### src/rtl/frame_writer.sv
// Purpose  : packs a 24-bit RGB pixel stream eight-per-256-bit word and writes each word to frame memory.
// Latency  : mem_valid_data rises at the edge that accepts pixel 7 of a word; a transfer completes in one cycle at the earliest.
// Backpress: with one word waiting on memory, seven more pixels are buffered, then pixel_ready drops until that word completes.
//
// Ports:
//   clk, rst          - single clock; rst is synchronous, active-low
//   pixel_in/_valid/_sof/_ready
//                     - pixel stream in; sof marks pixel 0 of a frame
//   data_wr, mem_data_addr, mem_rw_data, mem_valid_data, mem_ready_data
//                     - memory write port; valid/ready handshake
//   last_addr_update  - one-cycle pulse after the final word of a frame has been written
//
// Word format: pixel k sits in data bits [32k+23:32k]; bits [32k+31:32k+24] are zero.
// This format and the address stepping match the display read path.

module frame_writer #(
    parameter logic [27:0] BASE_ADDR   = 28'h0000000,
    parameter logic [27:0] ADDR_STEP   = 28'd8,
    parameter int          FRAME_WORDS = 38400
) (
    input  logic         clk,
    input  logic         rst,
    input  logic [23:0]  pixel_in,
    input  logic         pixel_valid,
    input  logic         pixel_sof,
    output logic         pixel_ready,
    output logic [255:0] data_wr,
    output logic [27:0]  mem_data_addr,
    output logic         mem_rw_data,
    output logic         mem_valid_data,
    input  logic         mem_ready_data,
    output logic         last_addr_update
);

    localparam int               IDX_W    = (FRAME_WORDS > 1) ? $clog2(FRAME_WORDS) : 1;
    localparam logic [IDX_W-1:0] LAST_IDX = IDX_W'(FRAME_WORDS - 1);

    // Memory-side FSM. REQ doubles as the "output register full" flag.
    localparam logic [0:0] S_IDLE = 1'b0;
    localparam logic [0:0] S_REQ  = 1'b1;

    logic [0:0]       r_state;
    logic             r_run;          // low during reset and for the first edge after release
    logic [2:0]       r_cnt;          // number of pixels held in the packing register
    logic [23:0]      r_pix [0:6];    // pixels 0..6; pixel 7 goes straight from pixel_in into the word
    logic [255:0]     r_out_dat;
    logic [27:0]      r_out_addr;
    logic             r_out_last;     // word in the output register is the last one of the frame
    logic [27:0]      r_addr;         // address the next packed word will be written to
    logic [IDX_W-1:0] r_idx;          // index of the next packed word within the frame
    logic             r_last_pulse;

    logic             w_out_vld;
    logic             w_acc;
    logic [2:0]       w_slot;
    logic             w_load;
    logic             w_done;
    logic             w_idx_wrap;
    logic [255:0]     w_word;

    assign w_out_vld  = (r_state == S_REQ);

    // Both terms come from registers, so there is no path from mem_ready_data to pixel_ready.
    assign pixel_ready = r_run && ((r_cnt != 3'd7) || !w_out_vld);

    assign w_acc      = pixel_valid && pixel_ready;
    // A start-of-frame pixel always lands in slot 0, discarding any partial word.
    assign w_slot     = pixel_sof ? 3'd0 : r_cnt;
    assign w_load     = w_acc && !pixel_sof && (r_cnt == 3'd7);
    assign w_done     = w_out_vld && mem_ready_data;
    assign w_idx_wrap = (r_idx == LAST_IDX);

    always_comb begin
        w_word = '0;
        for (int k = 0; k < 7; k++) begin
            w_word[32*k +: 24] = r_pix[k];
        end
        w_word[247:224] = pixel_in;
    end

    // Packing storage carries no reset: a slot is always written before it is used.
    always_ff @(posedge clk) begin
        for (int k = 0; k < 7; k++) begin
            if (w_acc && (w_slot == 3'(k))) begin
                r_pix[k] <= pixel_in;
            end
        end
    end

    always_ff @(posedge clk) begin
        if (!rst) begin
            r_state      <= S_IDLE;
            r_run        <= 1'b0;
            r_cnt        <= 3'd0;
            r_out_dat    <= '0;
            r_out_addr   <= BASE_ADDR;
            r_out_last   <= 1'b0;
            r_addr       <= BASE_ADDR;
            r_idx        <= '0;
            r_last_pulse <= 1'b0;
        end else begin
            r_run <= 1'b1;

            if (w_acc) begin
                r_cnt <= pixel_sof ? 3'd1 : r_cnt + 3'd1;
            end

            // The address restarts on sof. A word already waiting in the output
            // register keeps the address it latched at load.
            if (w_acc && pixel_sof) begin
                r_addr <= BASE_ADDR;
                r_idx  <= '0;
            end else if (w_load) begin
                if (w_idx_wrap) begin
                    r_addr <= BASE_ADDR;
                    r_idx  <= '0;
                end else begin
                    r_addr <= r_addr + ADDR_STEP;
                    r_idx  <= r_idx + IDX_W'(1);
                end
            end

            if (w_load) begin
                r_out_dat  <= w_word;
                r_out_addr <= r_addr;
                r_out_last <= w_idx_wrap;
            end

            // A load can only happen while the output register is empty, because
            // pixel_ready gates the eighth pixel. The REQ branch still stays put
            // if a load coincides with completion.
            case (r_state)
                S_IDLE: begin
                    if (w_load) begin
                        r_state <= S_REQ;
                    end
                end
                S_REQ: begin
                    if (mem_ready_data && !w_load) begin
                        r_state <= S_IDLE;
                    end
                end
                default: r_state <= S_IDLE;
            endcase

            r_last_pulse <= w_done && r_out_last;
        end
    end

    assign data_wr          = r_out_dat;
    assign mem_data_addr    = r_out_addr;
    assign mem_rw_data      = 1'b0;
    assign mem_valid_data   = w_out_vld;
    assign last_addr_update = r_last_pulse;

endmodule
### config.mk
export PLATFORM = sky130hd
export DESIGN_NAME = frame_writer
export DESIGN_NICKNAME = d
export VERILOG_FILES = /design/src/rtl/frame_writer.sv
export SDC_FILE = /design/constraint.sdc
export NUM_CORES = 1
export LEC_CHECK = 0
export CAP_MARGIN = 20
export CORE_AREA = 5 5 210 171
export DETAILED_ROUTE_END_ITERATION = 16
export DIE_AREA = 0 0 215 176
export GPL_TIMING_DRIVEN = 0
export PLACE_DENSITY_LB_ADDON = 0.1
export SYNTH_ARGS = -nofsm -noshare
export SYNTH_HDL_FRONTEND = slang
export SYNTH_SLANG_ARGS = --single-unit
export TNS_END_PERCENT = 20
### constraint.sdc
create_clock -name clk -period 3.9 [get_ports clk]
set_input_delay 0.78 -clock clk [delete_from_list [all_inputs] [get_ports clk]]
set_output_delay 0.78 -clock clk [all_outputs]
set_load 0.1 [all_outputs]
# --- Word-level counts from Yosys, hierarchy flattened ---
# Memories as Yosys holds them, arrays and structs flattened. A register that Yosys moved wholly into a read port is not among the register bits.
# Index checks and enable logic that the tools add are counted.
word_totals:
  n_memories: 1
  word_cells: 98
  output_inout_bits: 288
  mem_bits_rw: 168
  reg_bits: 271
op_classes:
  n_addsub: 3
  eq_ne: 9
  reduce_logical: 34
  muxes: 40
  n_bitwise: 2
mem_list:
  columns: ["name", "depth", "width", "rd", "rd_clocked_by_memory_dff", "write_ports", "line_no", "rtl"]
  rows:
  - ["r_pix", 7, 24, 7, 7, 1, "45", "logic [23:0] r_pix [0:6];"]
op_table:
  columns: ["operator", "count"]
  rows:
  - ["24-bit two-way mux", 6]
  - ["24-bit OR reduction", 6]
  - ["28-bit by 4-bit adder with 28-bit output (second input constant)", 1]
  - ["28-bit two-way mux", 1]
  - ["3-bit two-way mux", 8]
  - ["1-bit two-way mux", 23]
  - ["16-bit by 1-bit adder with 16-bit output (second input constant)", 1]
  - ["16-bit == test (second input constant)", 1]
  - ["16-bit two-way mux", 1]
  - ["1-bit logical AND", 15]
  - ["3-bit == test (second input constant)", 4]
  - ["1-bit zero test", 10]
  - ["3-bit by 2-bit == test with 1-bit output (second input constant)", 2]
  - ["3-bit by 1-bit adder with 3-bit output (second input constant)", 1]
  - ["3-bit by 1-bit == test with 1-bit output (second input constant)", 1]
  - ["3-bit zero test", 1]
  - ["3-bit != test (second input constant)", 1]
  - ["1-bit NOT", 2]
  - ["1-bit one-hot mux with 2 select lines", 1]
  - ["2-bit OR reduction", 1]
  - ["1-bit logical OR", 1]

# --- Logic depth before layout (Yosys ltp) ---
# Gate-level depths: netlist (run 1).
depth:
  word_depth: 14
  depth_mapped: 9
  depth_no_buf: 6

# --- Worst setup path before layout (run 1) ---
# Ideal clock, no wire load.
synth_timing:
  kind: "register to register"
  start: "reg r_state (netlist: mem_valid_data)"
  end: "mem r_pix[2][0], enable pin"
  synth_period_minus_slack_ns: 6.589
  required_ns: 3.432
  stages_incl_launch_ff: 4
  arrival_ns: 6.121
  path_slack_ns: -2.689
  cell_sequence: "dfxtp_1 > a21boi_0 > nand2_1 > nor4_1"
synth_via:
  elab_chain_cells: 14
  elab_cells_between_ends: 43
synth_lines:
  columns: ["element", "line_no", "rtl"]
  rows:
  - ["start: declaration", "42", "logic [0:0] r_state;"]
  - ["start signal: assignment", "92", "r_state <= S_IDLE;"]
  - ["start signal: assignment", "135", "r_state <= S_REQ;"]
  - ["start signal: assignment", "140", "r_state <= S_IDLE;"]
  - ["1-bit zero test (*)", "64", "assign pixel_ready = r_run && ((r_cnt != 3'd7) || !w_out_vld);"]
  - ["1-bit logical OR (*)", "64", null]
  - ["1-bit logical AND (*)", "64", null]
  - ["via pixel_ready", "26", "output logic pixel_ready,"]
  - ["1-bit logical AND (*)", "66", "assign w_acc = pixel_valid && pixel_ready;"]
  - ["1-bit logical AND", "84", "if (w_acc && (w_slot == 3'(k))) begin"]
  - ["1-bit two-way mux", "84", null]
  - ["1-bit two-way mux (not written as such)", "85", "r_pix[k] <= pixel_in;"]
  - ["24-bit OR reduction (no source line)", null, null]
  - ["3-bit two-way mux (no source line) or 1-bit two-way mux (tied branches) (6 in a row)", null, null]
  - ["end: declaration", "45", null]
# The timed path passes the listed nets; every way through them passes the cells marked *.

# --- Worst setup path after layout (run 1) ---
layout_timing:
  start: "reg r_cnt[0]"
  end: "out pixel_ready"
layout_via:
  elab_chain_cells: 3
layout_lines:
  columns: ["element", "line_no", "rtl"]
  rows:
  - ["start: declaration", "44", "logic [2:0] r_cnt;"]
  - ["start signal: assignment", "105", "r_cnt <= pixel_sof ? 3'd1 : r_cnt + 3'd1;"]
  - ["3-bit != test", "64", null]
  - ["1-bit logical OR", "64", null]
  - ["1-bit logical AND", "64", null]
  - ["end: declaration", "26", null]
# No other way between the ends.

==> implementation parameters, run 1 <==
Parameter                              Value

Yosys
  Cell count after synthesis ... 1457
  Post-synth top area share ... 0.349
  FFs w/ async S/R, synth ... 0
  Number of enable flip-flop cells after synthesis ... about 170
  Top cells by instance count after synthesis ... sky130_fd_sc_hd__nand2_1, sky130_fd_sc_hd__dfxtp_1, sky130_fd_sc_hd__a21oi_1, sky130_fd_sc_hd__edfxtp_1, sky130_fd_sc_hd__clkbuf_1
  Synthesized area per cell ... 10.4 µm²
  Largest area contributor in the synthesized netlist ... sky130_fd_sc_hd__dfxtp_1
  Dominant synthesized flop cell ... sky130_fd_sc_hd__dfxtp_1
  Count of cell types in the netlist ... 38
  Yosys reg bits ... 433
  Count of synthesis-stage warnings from yosys ... 0
  Most repeated cell in the gate-level netlist after synthesis ... sky130_fd_sc_hd__nand2_1
  Cells taking the most area after synthesis ... sky130_fd_sc_hd__dfxtp_1, sky130_fd_sc_hd__edfxtp_1, sky130_fd_sc_hd__nand2_1, sky130_fd_sc_hd__a21oi_1, sky130_fd_sc_hd__buf_4
  Netlist area before placement ... roughly 0.015 mm²
  Seq/Total Area, Yosys ... 0.680

Route
  Total routed wirelength ... 44000 µm
  Vias ... 11500
  Router iterations before antenna repair ... 5
  Ratio of routed vias to standard cells ... 5.00
  Number of DRC violations after detailed routing ... 0
  Detail Route Antenna Nets ... 0
  Average wire per cell in the routed design ... 19.2 µm
  Initial DRC count ... 778

Clock tree
  Hold-fix buffers, CTS ... 0
  Cells resized by post-CTS repair ... 0
  Deepest clock path buffer count ... 3
  Clock transition time at the flip-flop clock pins of the worst setup and hold paths ... 0.06 ns
  TritonCTS buffer count ... 44
  H-tree Lvls ... 2
  Sinks on the clock net ... 433
  CTS tree ... yes
  Master cell of the clock root buffer ... sky130_fd_sc_hd__clkbuf_16
  Post-CTS Repair Setup Buffers ... 0
  Clock Latency Late Sink ... 0.55 ns

Timing
  Worst Skew ... 0.0195 ns
  Peak Freq ... around 280 MHz
  Slew of the pin with the lowest slew margin ... approximately 1.1 ns
  Final critical-path setup slack ... 0.269 ns
  Rel. slew slack ... 0.253
  RSZ-0062 raised after global routing ... false
  Post-route minimum period ... about 3.6 ns
  Hold violation total from the final report ... 0
  Setup TNS Final ... 0 ns
  Period Utilization, post-route ... 0.931
  Final-report setup violation count ... 0
  Max-slew violation count ... 0

Placement
  DPL Wire Length ... 31400 µm
  Port-buffer cells ... 248
  Placed cell areas ... 0.0187 mm²
  RD Place Congestion ... 0.821
  Setup WS pre-CTS ... -0.0481 ns

Die
  Initial Util ... 0.455
  Die Ht ... 176 µm
  Core Region ... ~0.033 mm²
  # IOs ... between 300 and 400
  Width of the die ... approximately 220 µm
  Die footprint ... approximately 0.038 mm²
  Number of core rows ... 60

Power and ir drop
  Power per standard cell area ... around 460 mW/mm²
  Final Total Pwr ... 9.18 mW
  VDD IR max ... around 0.35 mV
  Static power due to leakage ... 6.68 nW

GRT
  Global-route wire length before repair ... 65400 µm
  Vias in the first global route ... 10800
  Total congestion overflow after global routing ... 0
  All-Layer GR Usage ... 0.224
  Pin count of the biggest net entering global routing ... 17
  Initial antenna violation count ... 5

Setup path
  Arrival time at the worst endpoint ... 2.85 ns
  Sort of element at the end of the critical path ... output port
  Startpoint Class ... flip-flop
  Max Fanout on Critical Path ... 7
  Data required time of the worst path ... roughly 3.1 ns
  Startpoint-to-endpoint class of the critical path ... reg -> out

Layout
  P&R area growth vs syn ... 31.9%
  Non-Filler Cell Area, Final ... 0.0201 mm²
  Fill cells ... 2813
  Final layout net count ... 1862
  Number of antenna repair diodes ... 0
  Fraction of layout instances using a drive strength above 1 ... 0.0821

Status
  Outcome ... complete, no violations

Min path
  Classification of the worst-slack hold path ... reg -> reg

Run
  Number of max-capacitance violations reported ... 0
report_power, final:
| group | internal (mW) | switching, mW |
|---|---|---|
| registers | 4.71 | 0.00705 |
| logic | 0.0885 | 0.435 |
| clock network | 2.25 | 1.69 |
| total | 7.05 | 2.14 |
per-stage QoR:
stage                util  instances  hold WS, ns
global route        0.601       2297        0.468
global placement    0.554       2206        0.442
CTS                 0.601       2297        0.454
floorplan               -       1524        0.432
finish              0.601       2297        0.453
detailed placement  0.561       2217        0.446
cells in the final DEF, fill, tap and decap left out, drive strengths merged, types with 2 or more instances in the layout:
cell type / instances
xnor2: 4
o31ai: 11
nor4bb: 2
clkdlybuf4s50: 248
clkinv: 16
a21oi: 249
nor3: 2
and2: 2
inv: 4
and4: 10
clkbuf: 144
nand4: 12
nand3: 21
dfxtp: 265
or4: 12
nand2: 459
or3: 13
nand2b: 3
o21ai: 12
nor2: 19
nor4: 5
xor2: 11
edfxtp: 168
conb: 68
buf: 82
ha: 4
and3: 6
routing by layer:
metal	vias to the layer above	global-route usage	wire length, µm
li1	5572	-	-
met1	5462	0.320	20000
met2	394	0.352	19800
met3	56	0.0543	3550
met5	-	0	0
met4	0	0.0443	622
state kept, by name (all words and copies together), names as in the netlist:
| signal | flops |
|---|---|
| r_addr | 25 |
| data_wr | 192 |
| mem_valid_data | 1 |
| last_addr_update | 1 |
| r_pix | 168 |
| r_cnt | 3 |
| r_out_last | 1 |
| mem_data_addr | 25 |
| r_idx | 16 |
| r_run | 1 |
path summary, 6_finish.rpt:
check	from	to	slack, ns	cells after the start
worst max-delay path	r_cnt[0]	pixel_ready	0.27	4
worst min-delay path	data_wr[148]	data_wr[148]	0.45	2
worst max register to register	r_cnt[0]	data_wr[97]	0.44	9
worst min register to register	data_wr[148]	data_wr[148]	0.45	2
kinds of logic (layout without fill, tap and decap cells):
group / after synthesis / in the layout / synth area share
adders and majority gates: 4 / 4 / 0.00329
DFF: 433 / 433 / 0.680
xor gates and xnor gates: 15 / 15 / 0.00864
AOI/OAI and AO/OA: 276 / 276 / 0.0935
and+or+nand+nor: 571 / 571 / 0.158
other: 1 / 68 / 0.000246
buffers and inverters: 157 / 496 / 0.0556
final cells by class:
type | count | area [µm²] | area share
clock buffers | 62 | 1220 | 0.0608
well taps | 434 | 543 | 0.0271
flip-flops and latches | 433 | 10300 | 0.516
inverters | 4 | 15.0 | 0.000748
multi-input cells | 934 | 4340 | 0.216
repair buffers | 259 | 2650 | 0.132
clock inverters | 18 | 113 | 0.00561
plain buffers | 153 | 831 | 0.0414
worst max-delay path, stage by stage (launching register included):
cell	delay, ns
sky130_fd_sc_hd__dfxtp_1	0.43
sky130_fd_sc_hd__ha_1	0.26
sky130_fd_sc_hd__ha_1	0.24
sky130_fd_sc_hd__a21boi_2	0.18
sky130_fd_sc_hd__clkdlybuf4s50_1	1.18
Power figures use the tool's default switching activity.
==> run 2, diff against run 1 <==
--- a/constraint.sdc
+++ b/constraint.sdc
@@ -3,2 +3,2 @@
 set_output_delay 0.78 -clock clk [all_outputs]
-set_load 0.1 [all_outputs]
+set_load 0.005 [all_outputs]
==> implementation parameters, run 2 (synthesis gave the netlist of run 1 again) <==
Parameter                              Value

Timing
  RSZ-0062 raised after global routing ... false
  Peak Freq ... 290 MHz (+5.3%)
  Rel. slew slack ... 0.283 (+0.0303)
  Final Hold Slack ... 0.452 ns (-0.00185 ns)
  Period Utilization, post-route ... 0.884 (-0.0467)
  Worst Skew ... 0.00964 ns (-0.00985 ns)
  Post-route minimum period ... 3.45 ns (-0.182 ns)
  Slew of the pin with the lowest slew margin ... 1.07 ns (-0.0509 ns)
  Hold violation total from the final report ... 0 (unchanged)
  Max-slew violation count ... 0 (unchanged)
  Final-report setup violation count ... 0 (unchanged)

Route
  Detail Route Antenna Nets ... 0 (unchanged)
  Router iterations before antenna repair ... 5 (unchanged)
  Ratio of routed vias to standard cells ... 5.05 (+0.98%)
  Number of DRC violations after detailed routing ... 0 (unchanged)
  Total routed wirelength ... 45400 µm (+3.2%)
  Vias ... 11600 (+1.1%)
  Initial DRC count ... 797 (+2.4%)
  Average wire per cell in the routed design ... 19.7 µm (+3.1%)

Die
  Initial Util ... 0.455 (unchanged)
  Die Ht ... 176 µm (unchanged)
  Die footprint ... 0.0378 mm² (unchanged)
  Width of the die ... 215 µm (unchanged)
  Core Region ... 0.0334 mm² (unchanged)
  Number of core rows ... 60 (unchanged)
  # IOs ... 317 (unchanged)

Placement
  Number of cells in the design after placement ... 2220 (+0.14%)
  RD Place Congestion ... 0.940 (+14%)
  Placed cell areas ... 0.0187 mm² (-0.20%)
  DPL Wire Length ... 32500 µm (+3.4%)
  Port-buffer cells ... 248 (unchanged)

GRT
  Total congestion overflow after global routing ... 0 (unchanged)
  All-Layer GR Usage ... 0.230 (+0.00628)
  Initial antenna violation count ... 0 (-5)
  Pin count of the biggest net entering global routing ... 18 (+1)
  Global-route wire length before repair ... 66500 µm (+1.7%)
  Vias in the first global route ... 10700 (-1.0%)

Clock tree
  Cells resized by post-CTS repair ... 0 (unchanged)
  Deepest clock path buffer count ... 3 (unchanged)
  Master cell of the clock root buffer ... sky130_fd_sc_hd__clkbuf_16
  Sinks on the clock net ... 433 (unchanged)
  H-tree Lvls ... 2 (unchanged)
  TritonCTS buffer count ... 44 (unchanged)
  Clock transition time at the flip-flop clock pins of the worst setup and hold paths ... 0.06 ns (about the same)
  Clock Latency Late Sink ... 0.54 ns (about the same)
  CTS tree ... yes
  Hold-fix buffers, CTS ... 0 (unchanged)
  Post-CTS Repair Setup Buffers ... 0 (unchanged)

Layout
  Most used cells in the layout excluding fill and tap cells ... sky130_fd_sc_hd__nand2_1, sky130_fd_sc_hd__dfxtp_1, sky130_fd_sc_hd__a21oi_1, sky130_fd_sc_hd__clkdlybuf4s50_1, sky130_fd_sc_hd__edfxtp_1
  Most common library cell in the layout ignoring fill and taps ... sky130_fd_sc_hd__nand2_1
  Max FFs per register ... 192 (unchanged)
  Non-Filler Cell Area, Final ... 0.0201 mm² (+0.21%)
  Fraction of layout instances using a drive strength above 1 ... 0.0841 (+0.00201)
  P&R area growth vs syn ... 32.2%
  Final layout net count ... 1865 (+0.16%)
  Post-layout instance count excluding filler cells ... 2300 (+0.13%)
  Number of antenna repair diodes ... 0 (unchanged)
  Final core area utilization ... 0.602 (+0.00124)

Setup path
  Arrival time at the worst endpoint ... 3.91 ns (+1.06 ns)
  Max Fanout on Critical Path ... 10 (+3)
  Data required time of the worst path ... 4.37 ns (+1.25 ns)
  Sort of element at the end of the critical path ... flip-flop
  Startpoint Class ... input pin
  Count of cells along the worst register-to-register path ... 9 (unchanged)
  Startpoint-to-endpoint class of the critical path ... in -> reg

Run
  Number of max-capacitance violations reported ... 0 (unchanged)

Power and ir drop
  VDD IR max ... 0.359 mV (+2.4%)
  Static power due to leakage ... 6.72 nW (+0.67%)
  Power per standard cell area ... 452 mW/mm² (-1.3%)
  Final Total Pwr ... 9.08 mW (-1.1%)

Min path
  Worst hold path depth ... 2 (unchanged)
  Classification of the worst-slack hold path ... reg -> reg

Status
  Outcome ... complete, no violations
-- run 2: cell count changes in the layout (fill, tap and decap cells not counted), sizes merged --
| cell | delta |
|---|---|
| clkbuf | +5 |
| clkinv | -4 |
| buf | +3 |
| bufinv | +1 |
| clkinvlp | -1 |
| inv | -1 |
-- run 2: path summary, 6_finish.rpt --
kind                     start                 to  slack (ns)
max                  pixel_sof  mem_data_addr[27]        0.45
min          mem_data_addr[15]  mem_data_addr[15]        0.45
max reg2reg           r_cnt[0]  mem_data_addr[27]        0.47
min reg2reg  mem_data_addr[15]  mem_data_addr[15]        0.45
-- run 2: cell type report --
| type | instances | area [µm²] |
|---|---|---|
| Fill cell | 2785 | 13300 |
| Sequential cell | 433 | 10300 |
| Multi-Input combinational cell | 934 | 4310 |
| Timing Repair Buffer | 262 | 2650 |
| Clock buffer | 67 | 1300 |
| Buffer | 153 | 831 |
| Tap cell | 434 | 543 |
| Clock inverter | 13 | 111 |
| Inverter | 4 | 15.0 |
-- run 2: per-layer routing --
metal | global-route usage | share of wire | vias to the layer above
met1 | 0.328 | 0.45 | 5515
met4 | 0.0560 | 0.021 | 0
li1 | - | - | 5575
met2 | 0.358 | 0.45 | 462
met3 | 0.0566 | 0.086 | 60
met5 | 0 | 0 | -
-- run 2: where the power goes --
group | leakage, nW | internal (mW) | switching [mW]
registers | 3.65 | 4.71 | 0.00599
clock network | 0.698 | 2.43 | 1.69
logic | 2.37 | 0.0841 | 0.163
total | 6.72 | 7.22 | 1.86
-- run 2: metrics by stage --
stage | setup TNS, ns | setup WS [ns]
final | 0 | 0.451
after global placement | -237.57 | -2.65
after detailed placement | -1.12 | -0.0857
after global routing | 0 | 0.246
after CTS | 0 | 0.479
after floorplan | -14.70 | -0.204
-- run 2: worst max-delay path, cell delays in order --
cell and delay (ns):
sky130_fd_sc_hd__clkdlybuf4s50_1 0.62, sky130_fd_sc_hd__or3b_1 0.44, sky130_fd_sc_hd__buf_2 0.16, sky130_fd_sc_hd__nor2_1 0.38, sky130_fd_sc_hd__clkbuf_1 0.55, sky130_fd_sc_hd__clkbuf_1 0.59, sky130_fd_sc_hd__nand2_1 0.22, sky130_fd_sc_hd__a21oi_1 0.16
==> run 3, diff against run 2 <==
CORE_AREA = 5 5 200 163   (was 5 5 210 171)
DIE_AREA = 0 0 205 168   (was 0 0 215 176)
RECOVER_POWER = 50   (was default)
clock period = 3.7 ns   (was 3.9 ns; I/O delays follow)
==> implementation parameters, run 3 (synthesis gave the netlist of run 1 again) <==
Parameter                              Value

Route
  Router iterations before antenna repair ... 5 (unchanged)
  Average wire per cell in the routed design ... 19.4 µm (-1.6%)
  Ratio of routed vias to standard cells ... 5.13 (+1.6%)
  Total routed wirelength ... 44200 µm (-2.6%)
  Vias ... 11700 (+0.58%)
  Initial DRC count ... 909 (+14%)
  Detail Route Antenna Nets ... 0 (unchanged)
  Number of DRC violations after detailed routing ... 0 (unchanged)

Setup path
  Startpoint-to-endpoint class of the critical path ... reg -> reg
  Startpoint of the lowest-slack register-to-register path ... r_cnt[0]
  Number of buffer and inverter stages on the critical path ... 3 (-1)
  Highest cell delay on the worst timing path ... 0.61 ns (about the same)
  Sort of element at the end of the critical path ... flip-flop
  Max Fanout on Critical Path ... 10 (unchanged)
  Cell class contributing the biggest share of worst-path delay ... buffers and inverters
  Origin of the worst setup path ... r_cnt[0]
  Chain of cells forming the critical path ... ha_1, ha_1, or3b_1, buf_2, nor2_1, clkbuf_1, clkbuf_1, nand2_1, a21oi_1
  Startpoint Class ... flip-flop
  Cell with the biggest individual delay on the critical path ... sky130_fd_sc_hd__clkbuf_1
  Arrival time at the worst endpoint ... 3.95 ns (+0.04 ns)
  Data required time of the worst path ... 4.16 ns (-0.21 ns)

Clock tree
  CTS tree ... yes
  Post-CTS Repair Setup Buffers ... 0 (unchanged)
  H-tree Lvls ... 2 (unchanged)
  Clock Latency Late Sink ... 0.53 ns (about the same)
  Master cell of the clock root buffer ... sky130_fd_sc_hd__clkbuf_16
  Clock transition time at the flip-flop clock pins of the worst setup and hold paths ... 0.06 ns (about the same)
  Deepest clock path buffer count ... 3 (unchanged)
  Sinks on the clock net ... 433 (unchanged)
  Hold-fix buffers, CTS ... 0 (unchanged)
  TritonCTS buffer count ... 42 (-4.5%)
  Cells resized by post-CTS repair ... 0 (unchanged)

Die
  Core Region ... 0.0302 mm² (-9.7%)
  Die footprint ... 0.0344 mm² (-9.0%)
  # IOs ... 317 (unchanged)
  Die Ht ... 168 µm (-4.5%)
  Initial Util ... 0.504 (+0.0489)
  Width of the die ... 205 µm (-4.7%)
  Number of core rows ... 57 (-5.0%)

Placement
  Port-buffer cells ... 248 (unchanged)
  Number of cells in the design after placement ... 2198 (-0.99%)
  RD Place Congestion ... 0.888 (-5.5%)
  DPL Wire Length ... 31700 µm (-2.3%)

Timing
  Max-slew violation count ... 12 (+12)
  Final-report setup violation count ... 0 (unchanged)
  Period Utilization, post-route ... 0.943
  Hold violation total from the final report ... 0 (unchanged)
  Worst Skew ... 0.00983 ns (+0.000189 ns)
  Post-route minimum period ... about 3.5 ns
  Peak Freq ... 286 MHz
  RSZ-0062 raised after global routing ... false
  Rel. slew slack ... -0.157 (-0.440)
  Slew of the pin with the lowest slew margin ... 1.74 ns (+0.669 ns)

Layout
  Storage cell area ... 0.0103 mm² (unchanged)
  Fill cells ... 2432 (-13%)
  Fraction of layout instances using a drive strength above 1 ... 0.0805 (-0.00362)
  Number of antenna repair diodes ... 0 (unchanged)
  Most used cells in the layout excluding fill and tap cells ... sky130_fd_sc_hd__nand2_1, sky130_fd_sc_hd__dfxtp_1, sky130_fd_sc_hd__a21oi_1
  Final layout net count ... 1862 (-0.16%)
  Area of combinational cells with multiple inputs ... 0.00430 mm² (-0.26%)
  P&R area growth vs syn ... 31.6%
  Max FFs per register ... 192 (unchanged)
  Post-layout instance count excluding filler cells ... 2276 (-1.0%)
  Final core area utilization ... 0.664 (+0.0619)
  Most common library cell in the layout ignoring fill and taps ... sky130_fd_sc_hd__nand2_1

GRT
  Vias in the first global route ... 11000 (+2.8%)
  Global-route wire length before repair ... 65700 µm (-1.2%)
  Pin count of the biggest net entering global routing ... 25 (+7)
  Initial antenna violation count ... 0 (unchanged)
  All-Layer GR Usage ... 0.247 (+0.0172)
  Total congestion overflow after global routing ... 0 (unchanged)

Run
  Number of max-capacitance violations reported ... 1 (+1)

Power and ir drop
  Final Total Pwr ... 9.49 mW (+4.5%)
  Static power due to leakage ... 7.48 nW (+11%)
  Power per standard cell area ... 474 mW/mm² (+5.0%)
  VDD IR max ... 0.329 mV (-8.5%)

Status
  Violated checks ... capacitance limit, slew limit
  Outcome ... finished, violations left

Min path
  Classification of the worst-slack hold path ... reg -> reg
  Launch point of the worst hold path ... data_wr[3]
run 3: cell count changes in the layout (fill, tap and decap cells not counted), sizes merged:
cell,change
dlygate4sd3,+245
clkdlybuf4s50,-245
clkbuf,-3
buf,-1
inv,+1
run 3: worst paths after layout:
kind / slack [ns] / depth (start not counted) / end
worst min register to register: 0.45 / 2 / data_wr[3]
worst max-delay path: 0.21 / 9 / mem_data_addr[27]
worst min-delay path: 0.45 / 2 / data_wr[3]
worst max register to register: 0.21 / 9 / mem_data_addr[27]
run 3: power breakdown:
| group | total, mW | switching [mW] | internal, mW |
|---|---|---|---|
| Sequential | 4.97 | 0.00659 | 4.97 |
| Clock | 4.27 | 1.75 | 2.52 |
| Combinational | 0.248 | 0.165 | 0.0828 |
run 3: stage by stage:
step	TNS, ns	hold WS, ns	area, µm²	setup slack (ns)
final	0	0.450	20000	0.209
after global routing	0	0.468	20000	0.0311
after CTS	0	0.454	20000	0.315
after detailed placement	-4.11	0.446	18600	-0.173
after global placement	-245.31	0.441	18500	-2.62
after floorplan	-29.10	0.432	15500	-0.404
run 3: layout make-up:
class | instances | share of cell area
inverter | 4 | 0.000750
buffer | 153 | 0.0415
tap | 413 | 0.0258
clock inverter | 14 | 0.00569
multi-input combinational | 934 | 0.215
timing repair buffer | 261 | 0.131
clock buffer | 64 | 0.0638
sequential | 433 | 0.517
run 3: routing by layer:
layer / up-vias / track usage / share of wire
li1: 5580 / - / -
met1: 5620 / 0.353 / 0.45
met2: 427 / 0.388 / 0.45
met3: 52 / 0.0613 / 0.081
met4: 0 / 0.0521 / 0.017
met5: - / 0 / 0
run 3: worst min-delay path: stages (launching register included):
cell	delay, ns
sky130_fd_sc_hd__dfxtp_1	0.31
sky130_fd_sc_hd__nand2_1	0.05
sky130_fd_sc_hd__a21oi_1	0.05
